===== src/rtl/receptor_pkg.sv =====
// Shared types and codes for the four-phase receptor link.
// Latency: n/a (declarations only).
// Backpressure: n/a.
package receptor_pkg;

  // Handshake FSM states; ack is decoded directly from these.
  typedef enum logic {
    IDLE = 1'b0,
    ACK  = 1'b1
  } state_t;

  localparam logic [1:0] SEND_IDLE = 2'b00;
  localparam logic [1:0] SEND_REQ  = 2'b01;
  localparam logic [1:0] ACK_IDLE  = 2'b00;
  localparam logic [1:0] ACK_OK    = 2'b01;

  // Codes 2'b10 and 2'b11 are reserved; both have the upper bit set.
  function automatic logic is_reserved(input logic [1:0] code);
    return code[1];
  endfunction

endpackage


===== src/rtl/receptor_fifo.sv =====
// Circular FIFO holding accepted words for the downstream consumer.
// Latency: a write is visible at the head one cycle after its edge (no bypass).
// Backpressure: writes while full and reads while empty are ignored.
module receptor_fifo #(
  parameter int DATA_W = 16,
  parameter int DEPTH  = 4
) (
  input  logic                     clk,
  input  logic                     rst,
  input  logic                     wr_en,
  input  logic [DATA_W-1:0]        wr_data,
  input  logic                     rd_en,
  output logic [DATA_W-1:0]        rd_data,
  output logic [$clog2(DEPTH):0]   count,
  output logic                     full,
  output logic                     empty
);

  localparam int AW = $clog2(DEPTH);
  localparam logic [AW:0] FULL_CNT = (AW+1)'(DEPTH);

  logic [DATA_W-1:0] mem [DEPTH];
  logic [AW-1:0]     wr_ptr;
  logic [AW-1:0]     rd_ptr;
  logic              wr_ok;
  logic              rd_ok;

  assign full    = (count == FULL_CNT);
  assign empty   = (count == '0);
  assign wr_ok   = wr_en && !full;
  assign rd_ok   = rd_en && !empty;
  assign rd_data = mem[rd_ptr];

  // Storage is deliberately left unreset; head is don't-care while empty.
  always_ff @(posedge clk) begin
    if (wr_ok) begin
      mem[wr_ptr] <= wr_data;
    end
  end

  // Pointers wrap naturally at DEPTH (power of two); count tracks occupancy.
  always_ff @(posedge clk or posedge rst) begin
    if (rst) begin
      wr_ptr <= '0;
      rd_ptr <= '0;
      count  <= '0;
    end else begin
      if (wr_ok) begin
        wr_ptr <= wr_ptr + 1'b1;
      end
      if (rd_ok) begin
        rd_ptr <= rd_ptr + 1'b1;
      end
      unique case ({wr_ok, rd_ok})
        2'b10:   count <= count + 1'b1;
        2'b01:   count <= count - 1'b1;
        default: count <= count;
      endcase
    end
  end

endmodule


===== src/rtl/fsm_receptor.sv =====
// Four-phase handshake receiver feeding a FIFO towards a valid/ready consumer.
// Latency: ack rises the cycle after the accepting edge; word reaches out_data one cycle after write.
// Backpressure: a full FIFO holds the FSM in IDLE so the upstream request simply waits.
module fsm_receptor
  import receptor_pkg::*;
#(
  parameter int DATA_W = 16,
  parameter int DEPTH  = 4
) (
  input  logic                     clk,
  input  logic                     rst,
  input  logic [1:0]               send,
  input  logic [DATA_W-1:0]        dado,
  output logic [1:0]               ack,
  output logic [DATA_W-1:0]        out_data,
  output logic                     out_valid,
  input  logic                     out_ready,
  output logic [$clog2(DEPTH):0]   count,
  output logic                     proto_err
);

  state_t state;
  state_t state_nxt;
  logic   wr_en;
  logic   full;
  logic   empty;
  logic   is_req;

  // Reserved codes never count as a request.
  assign is_req = (send == SEND_REQ);

  // State register; reset abandons any handshake in flight.
  always_ff @(posedge clk or posedge rst) begin
    if (rst) begin
      state <= IDLE;
    end else begin
      state <= state_nxt;
    end
  end

  // Next state and the single write strobe per handshake.
  always_comb begin
    state_nxt = state;
    wr_en     = 1'b0;
    unique case (state)
      IDLE: begin
        if (is_req && !full) begin
          wr_en     = 1'b1;
          state_nxt = ACK;
        end
      end
      ACK: begin
        if (!is_req) begin
          state_nxt = IDLE;
        end
      end
      default: state_nxt = IDLE;
    endcase
  end

  // Moore acknowledge taken straight from the state register.
  always_comb begin
    ack = (state == ACK) ? ACK_OK : ACK_IDLE;
  end

  // Sticky protocol error, cleared only by reset.
  always_ff @(posedge clk or posedge rst) begin
    if (rst) begin
      proto_err <= 1'b0;
    end else if (is_reserved(send)) begin
      proto_err <= 1'b1;
    end
  end

  assign out_valid = !empty;

  receptor_fifo #(
    .DATA_W (DATA_W),
    .DEPTH  (DEPTH)
  ) u_fifo (
    .clk     (clk),
    .rst     (rst),
    .wr_en   (wr_en),
    .wr_data (dado),
    .rd_en   (out_ready),
    .rd_data (out_data),
    .count   (count),
    .full    (full),
    .empty   (empty)
  );

endmodule


===== config.mk =====
export PLATFORM = sky130hd
export DESIGN_NAME = fsm_receptor
export DESIGN_NICKNAME = d
export VERILOG_FILES = /design/src/rtl/receptor_pkg.sv /design/src/rtl/receptor_fifo.sv /design/src/rtl/fsm_receptor.sv
export SDC_FILE = /design/constraint.sdc
export NUM_CORES = 1
export LEC_CHECK = 0
export ABC_AREA = 1
export ABC_CLOCK_PERIOD_IN_PS = 4200
export BUFFER_PORTS_ARGS = -buffer_cell sky130_fd_sc_hd__buf_2
export CAP_MARGIN = 20
export CORE_MARGIN = 2
export CORE_UTILIZATION = 49
export DETAILED_ROUTE_END_ITERATION = 10
export GPL_TIMING_DRIVEN = 1
export PLACE_DENSITY = 0.73
export SETUP_SLACK_MARGIN = 0.2
export SYNTH_ARGS = -nofsm -noshare
export SYNTH_HDL_FRONTEND = slang
export SYNTH_HIERARCHICAL = 1
export SYNTH_SLANG_ARGS = --single-unit

===== constraint.sdc =====
create_clock -name clk -period 4.2 [get_ports clk]
set_input_delay 0.84 -clock clk [delete_from_list [all_inputs] [get_ports clk]]
set_output_delay 0.84 -clock clk [all_outputs]
set_load 0.02 [all_outputs]

; ---- After elaboration in Yosys (flattened, before gate mapping)
; Memory sizes are Yosys's and may differ from the RTL's.
; Index checks and enable logic that the tools add are counted.
[totals]
elab_cells = 30
reg_bits = 9
ram_bits = 64
input_bits = 21
memories = 1
out_inout_bits = 23
[mem_list]
columns = name, words, width, read_ports, rd_ports_with_merged_regs, write_ports, line_no
row1 = u_fifo.mem, 4, 16, 1, 0, 1, receptor_fifo.sv:22  ; logic [DATA_W-1:0] mem [DEPTH];
[op_classes]
n_eq_ne = 4
n_bitwise = 1
n_addsub = 4
n_reduce_logical = 7
mux = 8
[op_table]
columns = op, count
row1 = 1-bit 2-to-1 mux, 6
row2 = 3-bit case mux with 2 select lines, 1
row3 = "2-bit by 1-bit adder with 2-bit output, second input constant", 2
row4 = "2-bit by 1-bit == test with 1-bit output, second input constant", 2
row5 = "3-bit by 1-bit adder with 3-bit output, second input constant", 1
row6 = "3-bit == test, second input constant", 1
row7 = 1-bit logical AND, 3
row8 = 3-bit zero test, 1
row9 = "3-bit by 1-bit subtractor with 3-bit output, second input constant", 1
row10 = "2-bit == test, second input constant", 1
row11 = 1-bit zero test, 2
row12 = 1-bit case mux with 2 select lines, 1
row13 = 2-bit nonzero test, 1
row14 = 1-bit inverter, 1

; ---- Depth between registers and ports, before layout
[depth]
word_depth = 8
ltp_mapped = 15
mapped_depth_nobuf = 15

; ---- Cells and area by module
; The synthesis kept the hierarchy.
[by_module_without_submodules]
columns = module, area_each_um2, seq_area_each_um2, instances, cells_each
row1 = receptor_fifo, 3041.7, 2097.0, 1, 249
row2 = fsm_receptor, 112.6, 50.0, 1, 16

; ---- Worst setup path before layout
; No wires, ideal clock.
[synth_timing]
path_type = input-to-reg
startpoint = input port send[1]
endpoint = memory u_fifo.mem[0][0], enable pin
n_path_buf = 0
arrival_time_ns = 1.961
cell_stages = 5
path_slack_ns = 1.851
setup_ns = 0.389
required_ns = 3.811
path_cell_list = inv_1 -> nand2_1 -> nor2_1 -> nand2_1 -> nor2_1
[synth_between]
elab_chain_cells = 7
[synth_rtl]
columns = element, line_no
row1 = start: declaration, fsm_receptor.sv:12  ; input logic [1:0] send,
row2 = 2-bit by 1-bit == test with 1-bit output, fsm_receptor.sv:30  ; assign is_req = (send == SEND_REQ);
row3 = 1-bit logical AND, fsm_receptor.sv:47  ; if (is_req && !full) begin
row4 = 1-bit 2-to-1 mux, fsm_receptor.sv:47
row5 = 1-bit 2-to-1 mux, fsm_receptor.sv:45  ; unique case (state)
row6 = net wr_en, fsm_receptor.sv:24  ; logic wr_en;
row7 = 1-bit logical AND, receptor_fifo.sv:30  ; assign wr_ok = wr_en && !full;
row8 = 1-bit 2-to-1 mux, receptor_fifo.sv:36  ; if (wr_ok) begin
row9 = 1-bit 2-to-1 mux (not written as such), receptor_fifo.sv:37  ; mem[wr_ptr] <= wr_data;
row10 = end: declaration, receptor_fifo.sv:22
; The timed path passes the listed nets, and every way through them passes these cells.

; ---- Worst setup path after layout
[layout_timing]
startpoint = register u_fifo.rd_ptr[0]
endpoint = output port out_data[12]
[layout_between]
elab_chain_cells = 1
[layout_rtl]
columns = element, line_no
row1 = start: declaration, receptor_fifo.sv:24  ; logic [AW-1:0] rd_ptr;
row2 = start signal: assignment, receptor_fifo.sv:52  ; rd_ptr <= rd_ptr + 1'b1;
row3 = memory read 4 x 16 bit, n/a
row4 = end: declaration, fsm_receptor.sv:15  ; output logic [DATA_W-1:0] out_data,
; No other way between the ends.

==> flow_summary.json <==
{
  "cts-root-buf": "clkbuf_8",
  "power.leakage_nw": 1.56,
  "drtIter0Drc": 140,
  "p_total_mw": 2.30,
  "rr_worst_depth": 9,
  "cts_tree": "done",
  "start_kind": "flop",
  "grt_pass1_vias": 1700,
  "gr-total-overflow": 0,
  "diodes": 0,
  "peakVddDrop_mv": 0.492,
  "dpl_cell_area_mm2": 0.00338,
  "layout_setup_ws_ns": 1.35,
  "rows": 29,
  "grt_max_degree": 66,
  "instances_no_fill": 391,
  "antenna_left": 0,
  "finalHoldViolations": 0,
  "core-area_mm2": 0.00628,
  "dpl.cell_count": 376,
  "cp_max_fo": 65,
  "ys_ff_latch": 73,
  "h-tree-depth": 3,
  "yosysWarnings": 6,
  "grt_setup_unrepaired": "false",
  "final.period_utilization_pct": 67.8,
  "yosysUniqueCellTypes": 20,
  "cpPeakStageDelay_ns": 0.74,
  "arrival_ns": 2.01,
  "worst_slew_pin_slew_ns": 1.02,
  "power_density_mw_per_mm2": 645,
  "cts_buffers": 9,
  "grtUsageTotal_pct": 15.7,
  "end_kind": "output port",
  "slew_violations": 0,
  "ios": 44,
  "setup_tns_ns": 0,
  "clk_latency_ns": 0.34,
  "synthCells": 265,
  "vias_per_cell": 4.83,
  "antenna_found_initial": 0,
  "dp_hpwl_um": 3570,
  "fin_crit_ns": 2.85,
  "start_util_pct": 50.2,
  "reg2reg_from": "u_fifo/count[1]",
  "design_area_mm2": 0.00356,
  "drc": 0,
  "regToRegSetupSlack_ns": 1.82,
  "r2r_end": "u_fifo/mem[0][10]",
  "die_area_mm2": 0.00709,
  "hold_path.class": "input port to async pin",
  "yosysSeqAreaShare_pct": 68.1,
  "dieWidth_um": 84.2,
  "cp_top_family": "buffers and inverters",
  "post_cts.repair.setup_buffers": 0,
  "routed-via-count": 1888,
  "final_nets": 337,
  "synth_nets": 292,
  "criticalPathCategory": "flop to output port",
  "routedWlPerCell_um": 13.4,
  "synth.avg_cell_area_um2": 11.9,
  "syn_area_mm2": 0.00315,
  "crit_chain": "inv_2 > nand2_1 > o211ai_1 > nand2_1 > buf_2",
  "required_ns": 3.36,
  "clk_pin_slew_worst_paths_ns": 0.07,
  "slowest_stage": "inv_2",
  "status": "complete, no violations",
  "gp_congestion": 0.748,
  "cts_resized": 0,
  "holdBufCountCts": 0,
  "cts_sinks": 73,
  "fmax_mhz": 351,
  "cts_buffer_depth": 2,
  "port_buffers": 42,
  "wirelength_um": 5230,
  "dp_slack_ns": 1.43,
  "syn_to_final_growth_pct": 12.9,
  "grt_pass1_wl_um": 8400,
  "drive_above_1_share_pct": 21.3,
  "slew_headroom_pct": 32.1,
  "dr.pass1.iters": 5,
  "die_h_um": 84.2,
  "crit_path_frequent_cell": "nand2_1",
  "drv_cap": 0,
  "worst_clock_skew_ns": 0.00692,
  "final-setup-viol-count": 0,
  "critPathBufInv": 2
}
==> how the worst max path moves through the flow <==
| stage | startpoint | to | slack, ns | depth (start not counted) |
|---|---|---|---|---|
| global placement | send[1] | u_fifo/mem[2][1] | 1.50 | 7 |
| global route | u_fifo/rd_ptr[0] | out_data[12] | 1.13 | 5 |
| CTS | u_fifo/rd_ptr[0] | out_data[12] | 1.32 | 5 |
| finish | u_fifo/rd_ptr[0] | out_data[12] | 1.35 | 5 |
| detailed placement | send[1] | u_fifo/mem[2][0] | 1.43 | 7 |
| floorplan | send[1] | u_fifo/mem[0][0] | 1.85 | 5 |
==> cell usage after synthesis <==
| cell | instances | area (um^2) |
|---|---|---|
| nand3_1 | 7 | 35.0 |
| o21ai_0 | 1 | 5.00 |
| buf_4 | 4 | 30.0 |
| o211ai_1 | 27 | 203 |
| clkbuf_1 | 1 | 3.75 |
| buf_6 | 6 | 67.6 |
| o211ai_2 | 5 | 62.6 |
| dfrtp_1 | 9 | 225 |
| fa_1 | 1 | 20.0 |
| conb_1 | 1 | 3.75 |
| nand4_1 | 1 | 6.26 |
| nor2_1 | 7 | 26.3 |
| inv_1 | 52 | 195 |
| buf_2 | 1 | 5.00 |
| edfxtp_1 | 64 | 1920 |
| inv_2 | 4 | 15.0 |
| xnor2_1 | 1 | 8.76 |
| nand2_1 | 67 | 251 |
| or2_1 | 1 | 6.26 |
| ha_1 | 5 | 62.6 |
==> flip-flops by register name, indices dropped and copies added (netlist names) <==
signal         count
u_fifo/count       3
proto_err          1
u_fifo/rd_ptr      2
u_fifo/mem        64
state              1
u_fifo/wr_ptr      2
==> cells in the final DEF, fill, tap and decap left out, drive strengths merged <==
| master | netlist | routed |
|---|---|---|
| nor2 | 7 | 7 |
| nand3 | 7 | 7 |
| o211ai | 32 | 32 |
| or2 | 1 | 1 |
| nand4 | 1 | 1 |
| conb | 1 | 1 |
| edfxtp | 64 | 64 |
| clkinv | 0 | 4 |
| dfrtp | 9 | 9 |
| clkbuf | 1 | 10 |
| o21ai | 1 | 1 |
| buf | 11 | 46 |
| ha | 5 | 5 |
| inv | 56 | 56 |
| fa | 1 | 1 |
| nand2 | 67 | 67 |
| xnor2 | 1 | 1 |
| bufinv | 0 | 1 |
==> worst register-to-register path, stage by stage (launching register included) <==
cell and delay (ns):
dfrtp_1 0.38, inv_2 0.07, nand3_1 0.14, inv_1 0.06
inv_1 0.06, nand2_1 0.05, nor2_1 0.17, nand2_1 0.20
nor2_1 0.63, buf_4 0.32
==> metrics by stage <==
stage,util [%],hold slack (ns)
5_1_grt,56.7,0.350
4_1_cts,56.7,0.336
6_report,56.7,0.349
3_5_place_dp,53.9,0.448
3_3_place_gp,53.9,0.446
2_1_floorplan,-,0.482
==> cell families (layout without fill, tap and decap cells) <==
family / count (synthesis) / in the layout / synth area share (%)
simple gates: 83 / 83 / 10.3
flops: 73 / 73 / 68.1
buf+inv: 68 / 117 / 10.0
compound gates: 33 / 33 / 8.57
fa+ha+maj: 6 / 6 / 2.62
other cells: 1 / 1 / 0.119
xor+xnor: 1 / 1 / 0.278
==> power breakdown <==
part / total [mW] / internal (mW) / switching [mW] / leakage, nW
clock: 0.498 / 0.265 / 0.233 / 0.0910
sequential: 0.953 / 0.880 / 0.0722 / 0.686
combinational: 0.845 / 0.276 / 0.569 / 0.787
==> area by class of cell <==
type                            instances  area (um^2)
Clock buffer                           10          128
Clock inverter                          5         47.5
Fill cell                             521         2720
Inverter                               56          210
Multi-Input combinational cell        124          691
Sequential cell                        73         2150
Tap cell                               77         96.3
Timing Repair Buffer                   46          240
==> metal layers <==
| metal | wire length (um) | GRT usage [%] |
|---|---|---|
| met5 | 0 | 0 |
| met1 | 2280 | 20.1 |
| met3 | 278 | 3.74 |
| met4 | 107 | 9.68 |
| met2 | 2560 | 24.3 |
Power figures use the tool's default switching activity.
